$ cat src/rtl/fifo_data_send_if.sv
// FIFO read port plus outgoing start/byte/bit link for fifo_data_send.
// The master side is the sender; the slave side is the FIFO plus the link sink.
interface fifo_data_send_if #(
  parameter int DATA_W = 8
);
  logic              fifo_empty;
  logic [DATA_W-1:0] fifo_data;
  logic              fifo_rd_en;
  logic              tx_start;
  logic              tx_byte;
  logic              tx_data;

  modport master (
    input  fifo_empty, fifo_data,
    output fifo_rd_en, tx_start, tx_byte, tx_data
  );

  modport slave (
    output fifo_empty, fifo_data,
    input  fifo_rd_en, tx_start, tx_byte, tx_data
  );
endinterface

$ cat src/rtl/fifo_data_send.sv
// Pops bytes from a registered-read FIFO and serialises them as framed bursts:
// tx_start, then up to MAX_BURST back-to-back bytes on tx_byte/tx_data, then done.
module fifo_data_send #(
  parameter int DATA_W    = 8,
  parameter int MAX_BURST = 16,
  parameter bit MSB_FIRST = 1'b1
) (
  input  logic                  clk,
  input  logic                  reset_n,
  input  logic                  send_en,
  fifo_data_send_if.master      bus,
  output logic                  busy,
  output logic                  done
);

  // The continuation pop is decided at bit DATA_W-3, so bytes need at least 3 bits.
  localparam int CNT_W   = (DATA_W > 1) ? $clog2(DATA_W) : 1;
  localparam int BURST_W = $clog2(MAX_BURST + 1);

  localparam logic [CNT_W-1:0]   LAST_BIT  = CNT_W'(DATA_W - 1);
  localparam logic [CNT_W-1:0]   CHECK_BIT = CNT_W'(DATA_W - 3);
  localparam logic [BURST_W-1:0] BURST_MAX = BURST_W'(MAX_BURST);

  typedef enum logic [2:0] {
    S_IDLE,
    S_FETCH,
    S_WAIT,
    S_START,
    S_SHIFT,
    S_END
  } state_t;

  state_t              state_q, state_d;
  logic [DATA_W-1:0]   shift_q, shifted;
  logic [CNT_W-1:0]    bit_cnt_q;
  logic [BURST_W-1:0]  burst_cnt_q;
  logic                cont_q;
  logic                cont_ok;
  logic                rd_en_q, rd_en_d;

  // NOTE: every signal written here gets a default first, so no path through the
  // case statement can leave one unassigned and infer a latch.
  always_comb begin
    state_d      = state_q;
    rd_en_d      = 1'b0;
    cont_ok      = 1'b0;
    shifted      = MSB_FIRST ? {shift_q[DATA_W-2:0], 1'b0} : {1'b0, shift_q[DATA_W-1:1]};
    bus.tx_start = (state_q == S_START);
    bus.tx_byte  = (state_q == S_SHIFT);
    bus.tx_data  = (state_q == S_SHIFT) && (MSB_FIRST ? shift_q[DATA_W-1] : shift_q[0]);
    bus.fifo_rd_en = rd_en_q;
    busy         = (state_q != S_IDLE);
    done         = (state_q == S_END);

    case (state_q)
      S_IDLE: begin
        if (send_en && !bus.fifo_empty) begin
          state_d = S_FETCH;
          rd_en_d = 1'b1;
        end
      end
      S_FETCH: state_d = S_WAIT;
      S_WAIT:  state_d = S_START;
      S_START: state_d = S_SHIFT;
      S_SHIFT: begin
        // Committing three bits early lets the registered pop land its data
        // exactly on the last bit, so the next byte follows without a gap.
        if (bit_cnt_q == CHECK_BIT && send_en && !bus.fifo_empty &&
            burst_cnt_q < BURST_MAX) begin
          cont_ok = 1'b1;
          rd_en_d = 1'b1;
        end
        if (bit_cnt_q == LAST_BIT && !cont_q) begin
          state_d = S_END;
        end
      end
      S_END:   state_d = S_IDLE;
      default: state_d = S_IDLE;
    endcase
  end

  // NOTE: state is updated with non-blocking assignments so every register
  // samples the pre-edge values, independent of statement order.
  always_ff @(posedge clk) begin
    if (!reset_n) begin
      state_q     <= S_IDLE;
      shift_q     <= '0;
      bit_cnt_q   <= '0;
      burst_cnt_q <= '0;
      cont_q      <= 1'b0;
      rd_en_q     <= 1'b0;
    end else begin
      state_q <= state_d;
      rd_en_q <= rd_en_d;
      case (state_q)
        S_WAIT: begin
          shift_q     <= bus.fifo_data;
          burst_cnt_q <= BURST_W'(1);
          bit_cnt_q   <= '0;
        end
        S_SHIFT: begin
          if (cont_ok) begin
            cont_q <= 1'b1;
          end
          if (bit_cnt_q == LAST_BIT) begin
            bit_cnt_q <= '0;
            cont_q    <= 1'b0;
            if (cont_q) begin
              shift_q     <= bus.fifo_data;
              burst_cnt_q <= burst_cnt_q + 1'b1;
            end
          end else begin
            bit_cnt_q <= bit_cnt_q + 1'b1;
            shift_q   <= shifted;
          end
        end
        default: ;
      endcase
    end
  end

endmodule

$ cat src/flat_wrapper.sv
// flat-port wrapper written by rule: the top's interface ports become plain ports
module fifo_data_send_flat 
#(
  parameter int DATA_W    = 8,
  parameter int MAX_BURST = 16,
  parameter bit MSB_FIRST = 1'b1
)
  (clk, reset_n, send_en, busy, done, bus_fifo_empty, bus_fifo_data, bus_fifo_rd_en, bus_tx_start, bus_tx_byte, bus_tx_data);
  fifo_data_send_if #(.DATA_W(DATA_W)) bus_i ();
  input  logic clk;
  input  logic reset_n;
  input  logic send_en;
  output logic busy;
  output logic done;
  input wire logic [$bits(bus_i.fifo_empty)-1:0] bus_fifo_empty;
  input wire logic [$bits(bus_i.fifo_data)-1:0] bus_fifo_data;
  output wire logic [$bits(bus_i.fifo_rd_en)-1:0] bus_fifo_rd_en;
  output wire logic [$bits(bus_i.tx_start)-1:0] bus_tx_start;
  output wire logic [$bits(bus_i.tx_byte)-1:0] bus_tx_byte;
  output wire logic [$bits(bus_i.tx_data)-1:0] bus_tx_data;
  assign bus_i.fifo_empty = bus_fifo_empty;
  assign bus_i.fifo_data = bus_fifo_data;
  assign bus_fifo_rd_en = bus_i.fifo_rd_en;
  assign bus_tx_start = bus_i.tx_start;
  assign bus_tx_byte = bus_i.tx_byte;
  assign bus_tx_data = bus_i.tx_data;
  fifo_data_send #(.DATA_W(DATA_W), .MAX_BURST(MAX_BURST), .MSB_FIRST(MSB_FIRST)) u_core (.clk(clk), .reset_n(reset_n), .send_en(send_en), .bus(bus_i), .busy(busy), .done(done));
endmodule
$ cat config.mk
export PLATFORM = sky130hd
export DESIGN_NAME = fifo_data_send_flat
export DESIGN_NICKNAME = d
export VERILOG_FILES = /design/src/rtl/fifo_data_send_if.sv /design/src/rtl/fifo_data_send.sv /design/src/flat_wrapper.sv
export SDC_FILE = /design/constraint.sdc
export NUM_CORES = 1
export LEC_CHECK = 0
export BUFFER_PORTS_ARGS = -buffer_cell sky130_fd_sc_hd__buf_2
export CORE_MARGIN = 3
export CORE_UTILIZATION = 50
export CTS_BUF_LIST = sky130_fd_sc_hd__clkbuf_4 sky130_fd_sc_hd__clkbuf_8
export DETAILED_ROUTE_END_ITERATION = 8
export PLACE_DENSITY = 0.79
export SYNTH_ARGS = -nofsm -noshare
export SYNTH_HDL_FRONTEND = slang
export SYNTH_SLANG_ARGS = --single-unit
$ cat constraint.sdc
create_clock -name clk -period 6.4 [get_ports clk]
set_input_delay 0.32 -clock clk [delete_from_list [all_inputs] [get_ports clk]]
set_output_delay 0.32 -clock clk [all_outputs]
set_load 0.02 [all_outputs]
# Word-level counts from Yosys, hierarchy flattened
# Index checks and enable logic that the tools add are counted.
[word_totals]
regBits = 21
out_inout_bits = 6
word_cells = 54
[op_classes]
n_addsub = 2
n_lt_le_gt_ge = 1
eq_ne = 12
muxes = 17
n_reduce_logical = 16
[op_table]
columns = ["op", "count"]
rows = [
  ["8-bit 2-to-1 mux", 2],
  ["8-bit one-hot mux with 2 select lines", 1],
  ["3-bit one-hot mux with 5 select lines", 1],
  ["3-bit equality test (second input constant)", 4],
  ["5-bit 2-to-1 mux", 2],
  ["5-bit one-hot mux with 2 select lines", 1],
  ["3-bit 2-to-1 mux", 3],
  ["2-bit by 1-bit inequality test with 1-bit output (second input constant)", 4],
  ["3-bit by 2-bit equality test with 1-bit output (second input constant)", 2],
  ["1-bit logical AND", 6],
  ["3-bit one-hot mux with 2 select lines", 1],
  ["2-bit AND reduction", 3],
  ["5-bit by 1-bit adder with 5-bit output (second input constant)", 1],
  ["5-bit less-than comparator (second input constant)", 1],
  ["1-bit 2-to-1 mux", 5],
  ["2-bit nonzero test", 2],
  ["3-bit by 1-bit adder with 3-bit output (second input constant)", 1],
  ["3-bit by 1-bit equality test with 1-bit output (second input constant)", 1],
  ["3-bit logical NOT", 1],
  ["3-bit by 2-bit inequality test with 1-bit output (second input constant)", 1],
  ["3-bit AND reduction", 1],
  ["3-bit nonzero test", 1],
  ["1-bit logical NOT", 2],
  ["1-bit one-hot mux with 2 select lines", 1],
]

# Depth between registers and ports, before layout
# Gate-level depths: netlist of the first run.
[depth]
depth_word = 8
depth_mapped = 6

# Least setup slack after synthesis of the first run
# OpenSTA, ideal clock, no wires.
[synth_timing]
path_type = "reg-to-reg"
from = "register u_core.bit_cnt_q[0]"
to = "register u_core.shift_q[1]"
setup_time_ns = 0.116
arrival_time_ns = 1.909
slack_ns = 4.374
path_stages_with_launch = 7
n_path_buf = 0
synth_period_minus_slack_ns = 2.026
path_cell_list = "dfxtp_1 > ha_1 > ha_1 > nor4b_4 > mux2_2 > a211o_1 > o211a_1"
[synth_via]
elab_chain_cells = 3
elab_cells_between_ends = 5
classes_between = "eq/ne: 2; mux: 2; reduce/logical: 1"
[synth_lines]
columns = ["item", "line", "source"]
rows = [
  ["start, declared", "fifo_data_send.sv:35", "logic [CNT_W-1:0] bit_cnt_q;"],
  ["start signal, assigned", "fifo_data_send.sv:113", "bit_cnt_q <= bit_cnt_q + 1'b1;"],
  ["3-bit equality test (*)", "fifo_data_send.sv:105", "if (bit_cnt_q == LAST_BIT) begin"],
  ["8-bit 2-to-1 mux or 3-bit by 2-bit inequality test with 1-bit output (tied branches)", "-", ""],
  ["8-bit one-hot mux with 2 select lines or 2-bit AND reduction (tied branches)", "-", ""],
  ["end signal, assigned", "fifo_data_send.sv:97", "shift_q <= bus.fifo_data;"],
  ["end signal, assigned", "fifo_data_send.sv:109", "shift_q <= bus.fifo_data;"],
  ["end signal, assigned", "fifo_data_send.sv:114", "shift_q <= shifted;"],
  ["end, declared", "fifo_data_send.sv:34", "logic [DATA_W-1:0] shift_q, shifted;"],
]
# Every way passes the cells marked *; elsewhere a longest branch is shown, timed or not.
# A chain may end at the register's enable or synchronous reset.

# Worst setup path after layout of the first run
[layout_timing]
from = "register u_core.bit_cnt_q[0]"
to = "register u_core.shift_q[7]"
# Same word-level chain as after synthesis.

==> implementation parameters, run 1 <==
Parameter                              Value

Global routing
  Vias in the first global route    922
  Antenna violations before repair    0
  Global-route wire length before repair    3940 µm
  Total routing usage reported by global routing    17.9%
  Largest net degree at the start of global routing    26
  Grt ovf    0

Min path
  HP Start    bus_fifo_data[0]
  Hold Path Class    in -> reg

Clock tree
  Clock-pin slew on the worst setup and hold paths    0.12 ns
  Worst-case clock buffer depth    2
  TritonCTS clock tree    yes
  Clock latency of the later-clocked register in the worst-skew pair    0.29 ns
  Number of sinks on the clock net    21
  Buffer type at the clock tree root    clkbuf_4
  Post-cts hold buffer count    0
  H-tree depth    1
  Postcts setup bufs    0
  Clock buffers created by TritonCTS    3
  Post-cts sizing count    0

Timing
  Fin. max-slew vios    0
  Min Clock Period, post-route    2.24 ns
  Final hold violation count    0
  Fin Setup TNS    0 ns
  Max_slew headroom    41.7%
  Post-route worst hold slack    0.299 ns
  Setup Skew    0.00666 ns
  Achievable clock frequency    447 MHz
  Final critical-path share of the clock period    35.0%
  RSZ-0062 raised after global routing    no
  Final setup violating endpoints    0
  Measured slew at the worst slew-check pin    0.873 ns

Flow run
  Reported max-cap violation count    0

Critical path
  Largest stage delay, worst path    0.49 ns
  Crit path capture type    flip-flop
  Arrival @ worst endpoint    2.43 ns
  Library cell appearing most often on the critical path    ha_1
  Slowest-stage cell, CP    nor4b_4
  Critical-path maximum fanout    8
  Reg2Reg Launch Point    u_core.bit_cnt_q[0]$_SDFFE_PN0P_
  Cell class contributing the biggest share of worst-path delay    adder cells
  Type of the worst setup path    reg -> reg
  Critical Path Source    u_core.bit_cnt_q[0]$_SDFFE_PN0P_
  Buffer and inverter count on the worst path    0
  Ordered cell list for the critical path    ha_1, ha_1, nor4b_4, mux2_2, a211o_1, o211a_1
  Data required, critical path    6.59 ns
  Launching element type of the critical path    flip-flop

Placement
  Count of input and output buffers    17
  DPL Wire Length    1560 µm
  Final Wtd Congestion    0.785

Yosys
  Post-synthesis sequential area ratio    36.8%
  Synth Instances    124
  Mapped Avg Cell Area    9.21 µm²
  Synthesis-stage register bit count    21
  Combined area of all synthesized cells    1140 µm²
  Synthesized net count    140
  Count of warnings emitted by yosys    0
  Number of distinct library cells after synthesis    33

Cells and area
  Synth-to-layout area growth    9.53%
  Share of cells above drive strength 1    22.1%
  Fillers    184
  Number of nets in the finished design    153
  Number of antenna repair diodes    0

Floorplan
  Initial core utilization    55.4%
  Area of the core region    2060 µm²
  Ports placed on the boundary    18
  Horizontal extent of the die    53.8 µm
  Vertical die dimension    53.8 µm
  Number of standard-cell rows in the floorplan    16
  Die Area    2890 µm²

Route
  Routed wire length per instance    13.4 µm
  Vias/cell    5.81
  Violation count after the first detailed-route iteration    45
  Total via count in the routed design    947
  Drt drc    0
  Number of optimization iterations in the first detailed-route pass    4
  Routed WL    2190 µm
  Number of nets still failing antenna checks after routing    0

Power
  Power per cell area    198 nW/µm²
  Leakage dissipation    0.571 nW
  Maximum vdd ir drop    0.126 mV

Run status
  Result of the run    completed
-- Yosys cell counts --
library cell | number | area share (%)
dfxtp_1 | 21 | 37
a21oi_1 | 10 | 4.4
nor2_1 | 10 | 3.3
a211o_1 | 7 | 5.4
mux2_2 | 7 | 6.9
o211a_1 | 7 | 6.1
nand2b_1 | 6 | 3.3
clkbuf_1 | 5 | 1.6
o21ai_0 | 5 | 2.2
ha_1 | 4 | 4.4
inv_1 | 4 | 1.3
nand2_1 | 4 | 1.3
buf_2 | 3 | 1.3
nand4b_1 | 3 | 2.3
nor2b_1 | 3 | 1.6
xnor2_1 | 3 | 2.3
a21o_1 | 2 | 1.3
and3_1 | 2 | 1.1
mux2i_1 | 2 | 1.8
nand3b_1 | 2 | 1.3
o21a_1 | 2 | 1.3
a21oi_2 | 1 | 0.77
a221oi_1 | 1 | 0.77
and2_1 | 1 | 0.55
buf_1 | 1 | 0.33
nand3_1 | 1 | 0.44
nand4_1 | 1 | 0.55
nor3_1 | 1 | 0.44
nor4b_1 | 1 | 0.77
nor4b_4 | 1 | 2.1
o22ai_1 | 1 | 0.55
or3_1 | 1 | 0.55
or4b_1 | 1 | 0.88
-- state kept, by name, indices dropped and copies added, names as in the netlist --
register,flops
u_core.cont_q,1
u_core.state_q,3
u_core.bus.fifo_rd_en,1
u_core.bit_cnt_q,3
u_core.shift_q,8
u_core.burst_cnt_q,5
-- logic make-up after synthesis --
kind of cell	synth area share [%]
AOI/OAI and AO/OA	22.8
buffers and inverters	4.60
xor gates and xnor gates	2.30
adders and majority gates	4.38
muxes	8.65
and+or+nand+nor	20.5
DFF	36.8
-- path summary, 6_finish.rpt --
check | end | slack, ns | cells past startpoint
worst min register to register | u_core.shift_q[0]$_SDFFE_PN0P_ | 0.48 | 2
worst max register to register | u_core.shift_q[7]$_SDFFE_PN0P_ | 4.16 | 6
worst min-delay path | u_core.shift_q[0]$_SDFFE_PN0P_ | 0.30 | 3
worst max-delay path | u_core.shift_q[7]$_SDFFE_PN0P_ | 4.16 | 6
-- cells in the final DEF, fill, tap and decap left out, drive strengths merged, types with 5 or more instances in the layout --
master | synthesis | routed
o211a | 7 | 7
mux2 | 7 | 7
nand2b | 6 | 6
nor2 | 10 | 10
o21ai | 5 | 5
a21oi | 11 | 11
dfxtp | 21 | 21
buf | 4 | 17
a211o | 7 | 7
-- through the flow --
step                      instance area [µm²]  utilization, %  setup slack (ns)  power (mW)  instances
final                                    1250            60.7              4.16       0.248        163
after global routing                     1250            60.7              3.99       0.262        163
after CTS                                1250            60.7              4.15       0.251        163
after detailed placement                 1220            59.3              4.17       0.190        159
after global placement                   1220            59.3              4.25       0.189        159
after floorplan                          1140               -              4.37       0.180        124
-- where the power goes --
| part | total [mW] | switching [mW] | internal [mW] |
|---|---|---|---|
| clock | 0.0609 | 0.0377 | 0.0232 |
| sequential | 0.149 | 0.0104 | 0.139 |
| combinational | 0.0376 | 0.0184 | 0.0192 |
| total | 0.248 | 0.0666 | 0.181 |
-- layout make-up --
type / instances / area, µm² / area share (%)
Clock buffer: 3 / 22.5 / 1.80
Clock inverter: 1 / 5.00 / 0.400
Inverter: 4 / 15.0 / 1.20
Multi-Input combinational cell: 90 / 669 / 53.5
Sequential cell: 21 / 420 / 33.6
Tap cell: 27 / 33.8 / 2.70
Timing Repair Buffer: 17 / 85.1 / 6.80
-- worst reg2reg max path: stages (launching register included) --
cell and delay, ns:
dfxtp_1 0.37, ha_1 0.22, ha_1 0.27, nor4b_4 0.49
mux2_2 0.41, a211o_1 0.27, o211a_1 0.12
-- metal layers --
layer  wire length [µm]  global-route usage (%)  part of all wire [%]
met5                  0                       0                     0
met1               1020                    23.4                    47
met4                 13                    4.26                  0.59
met3                116                    3.05                   5.3
met2               1040                    30.4                    47
No activity file was read; power rests on OpenSTA's default activity.
==> run 2, diff against run 1 <==
PLACE_DENSITY = 0.82   (was 0.79)
clock period = 1.95 ns   (was 6.4 ns; I/O delays follow)
==> run 2 against run 1 <==
Clock power grew to 3.6 times the previous value. Flip-flop and latch count is the same. Critical path depth grew 1. Core utilization grew 5.5 points. First-iteration DRC count shrank 62%. Clock skew shrank 0.0022 ns. Register-to-register slack lost 4.1 ns. Critical path type unchanged. Largest cell class unchanged. Highest routed layer unchanged.
==> implementation parameters, run 2 (synthesized netlist as in run 1, its figures left out) <==
Parameter                              Value

Timing
  Slack of the critical path    0.0849 ns
  Setup Skew    0.00451 ns
  RSZ-0062 raised after global routing    no
  Min Clock Period, post-route    1.87 ns
  Measured slew at the worst slew-check pin    0.406 ns
  Max_slew headroom    72.9%
  Final critical-path share of the clock period    95.6%
  Final hold violation count    0
  Post-route worst hold slack    0.0590 ns
  Fin. max-slew vios    0
  Achievable clock frequency    536 MHz
  Final setup violating endpoints    0

Route
  Total via count in the routed design    1020
  Routed wire length per instance    15.1 µm
  Number of optimization iterations in the first detailed-route pass    4
  Number of nets still failing antenna checks after routing    0
  Routed WL    2550 µm
  Drt drc    0
  Violation count after the first detailed-route iteration    17
  Vias/cell    6.04

Cells and area
  Regs by FF count    u_core.shift_q x8, u_core.burst_cnt_q x5
  Number of antenna repair diodes    0
  Number of nets in the finished design    159
  Fillers    183
  Register cell area after layout    423 µm²
  Number of flip-flops under the largest register name    8
  Post-route core utilization    66.2%
  Highest-count cells in the layout ignoring fill and taps    19 x dfxtp_1, 17 x buf_2, 10 x nor2_1, 10 x a21oi_1
  Synth-to-layout area growth    19.5%
  Most common cell after layout, fill and taps aside    dfxtp_1
  Register ranked first by flip-flop count    u_core.shift_q
  Combined area of the multi-input logic cells    721 µm²
  Share of cells above drive strength 1    28.2%

Placement
  Count of input and output buffers    17
  Final Wtd Congestion    0.728
  Worst slack, placed    0.0537 ns
  DPL Wire Length    1880 µm

Floorplan
  Initial core utilization    55.4%
  Number of standard-cell rows in the floorplan    16
  Area of the core region    2060 µm²
  Die Area    2890 µm²
  Ports placed on the boundary    18
  Vertical die dimension    53.8 µm
  Horizontal extent of the die    53.8 µm

Global routing
  Largest net degree at the start of global routing    25
  Total routing usage reported by global routing    20.7%
  Global-route wire length before repair    4310 µm
  Vias in the first global route    990
  Antenna violations before repair    0
  Grt ovf    0

Clock tree
  Worst-case clock buffer depth    2
  Clock buffers created by TritonCTS    3
  Buffer type at the clock tree root    clkbuf_4
  TritonCTS clock tree    yes
  H-tree depth    1
  Clock latency of the later-clocked register in the worst-skew pair    0.30 ns
  Number of sinks on the clock net    21
  Post-cts sizing count    0
  Clock-pin slew on the worst setup and hold paths    0.11 ns
  Postcts setup bufs    0

Critical path
  Data required, critical path    2.16 ns
  Critical-path maximum fanout    8
  Arrival @ worst endpoint    2.07 ns
  Crit path capture type    flip-flop
  Launching element type of the critical path    flip-flop
  Type of the worst setup path    reg -> reg

Power
  Total power after layout    858 µW
  Leakage dissipation    0.627 nW
  Power per cell area    629 nW/µm²
  Maximum vdd ir drop    0.470 mV

Run status
  Result of the run    completed

Min path
  Hold Path Class    in -> reg

Flow run
  Reported max-cap violation count    0
-- run 2: changes by cell type in the layout (fill, tap and decap cells not counted), sizes merged --
cell    delta
clkinv     -1
clkbuf     +1
buf        +6
-- run 2: metal layers --
layer	up-vias	GRT usage, %	share of wire [%]
li1	485	-	-
met1	496	25.5	44
met2	35	35.1	48
met3	4	3.60	6.6
met4	0	8.94	1.4
met5	-	0	0
-- run 2: worst paths after layout --
check / from / endpoint / slack, ns / cells after the start
setup / recovery: u_core.bit_cnt_q[1]$_SDFFE_PN0P_ / u_core.shift_q[1]$_SDFFE_PN0P_ / 0.08 / 7
hold / removal: bus_fifo_data[0] / u_core.shift_q[0]$_SDFFE_PN0P_ / 0.06 / 3
hold reg to reg: u_core.shift_q[0]$_SDFFE_PN0P_ / u_core.shift_q[0]$_SDFFE_PN0P_ / 0.47 / 2
setup reg to reg: u_core.bit_cnt_q[1]$_SDFFE_PN0P_ / u_core.shift_q[1]$_SDFFE_PN0P_ / 0.08 / 7
-- run 2: layout make-up --
class | instances | share of cell area (%)
Inverter | 4 | 1.10
Multi-Input combinational cell | 90 | 52.8
Clock buffer | 4 | 2.20
Timing Repair Buffer | 23 | 10.4
Tap cell | 27 | 2.47
Sequential cell | 21 | 31.0
-- run 2: worst max-delay path, stage by stage, from the launching register on --
cell     delay, ns
dfxtp_2       0.37
ha_4          0.17
ha_4          0.16
nor4b_4       0.26
buf_12        0.17
mux2_4        0.29
a211o_1       0.23
o211a_1       0.12
-- run 2: power by group --
part / total [mW] / switching [mW] / leakage (nW) / internal (mW)
Sequential: 0.478 / 0.0222 / 0.172 / 0.456
Combinational: 0.158 / 0.0796 / 0.437 / 0.0779
Clock: 0.222 / 0.129 / 0.0184 / 0.0937
Total: 0.858 / 0.231 / 0.627 / 0.628
-- run 2: metrics by stage --
step           instance area (µm²)  TNS (ns)  std cells
3_3_place_gp                  1340         0        165
6_report                      1370         0        169
5_1_grt                       1370         0        169
3_5_place_dp                  1340         0        165
2_1_floorplan                 1200    -0.316        124
4_1_cts                       1370         0        169
-- run 2: what timing repair did --
item | in CTS | in global routing
hold buffers | 0 | 0
endpoints found under the setup margin | 0 | 6
hold endpoints to repair | 0 | 0
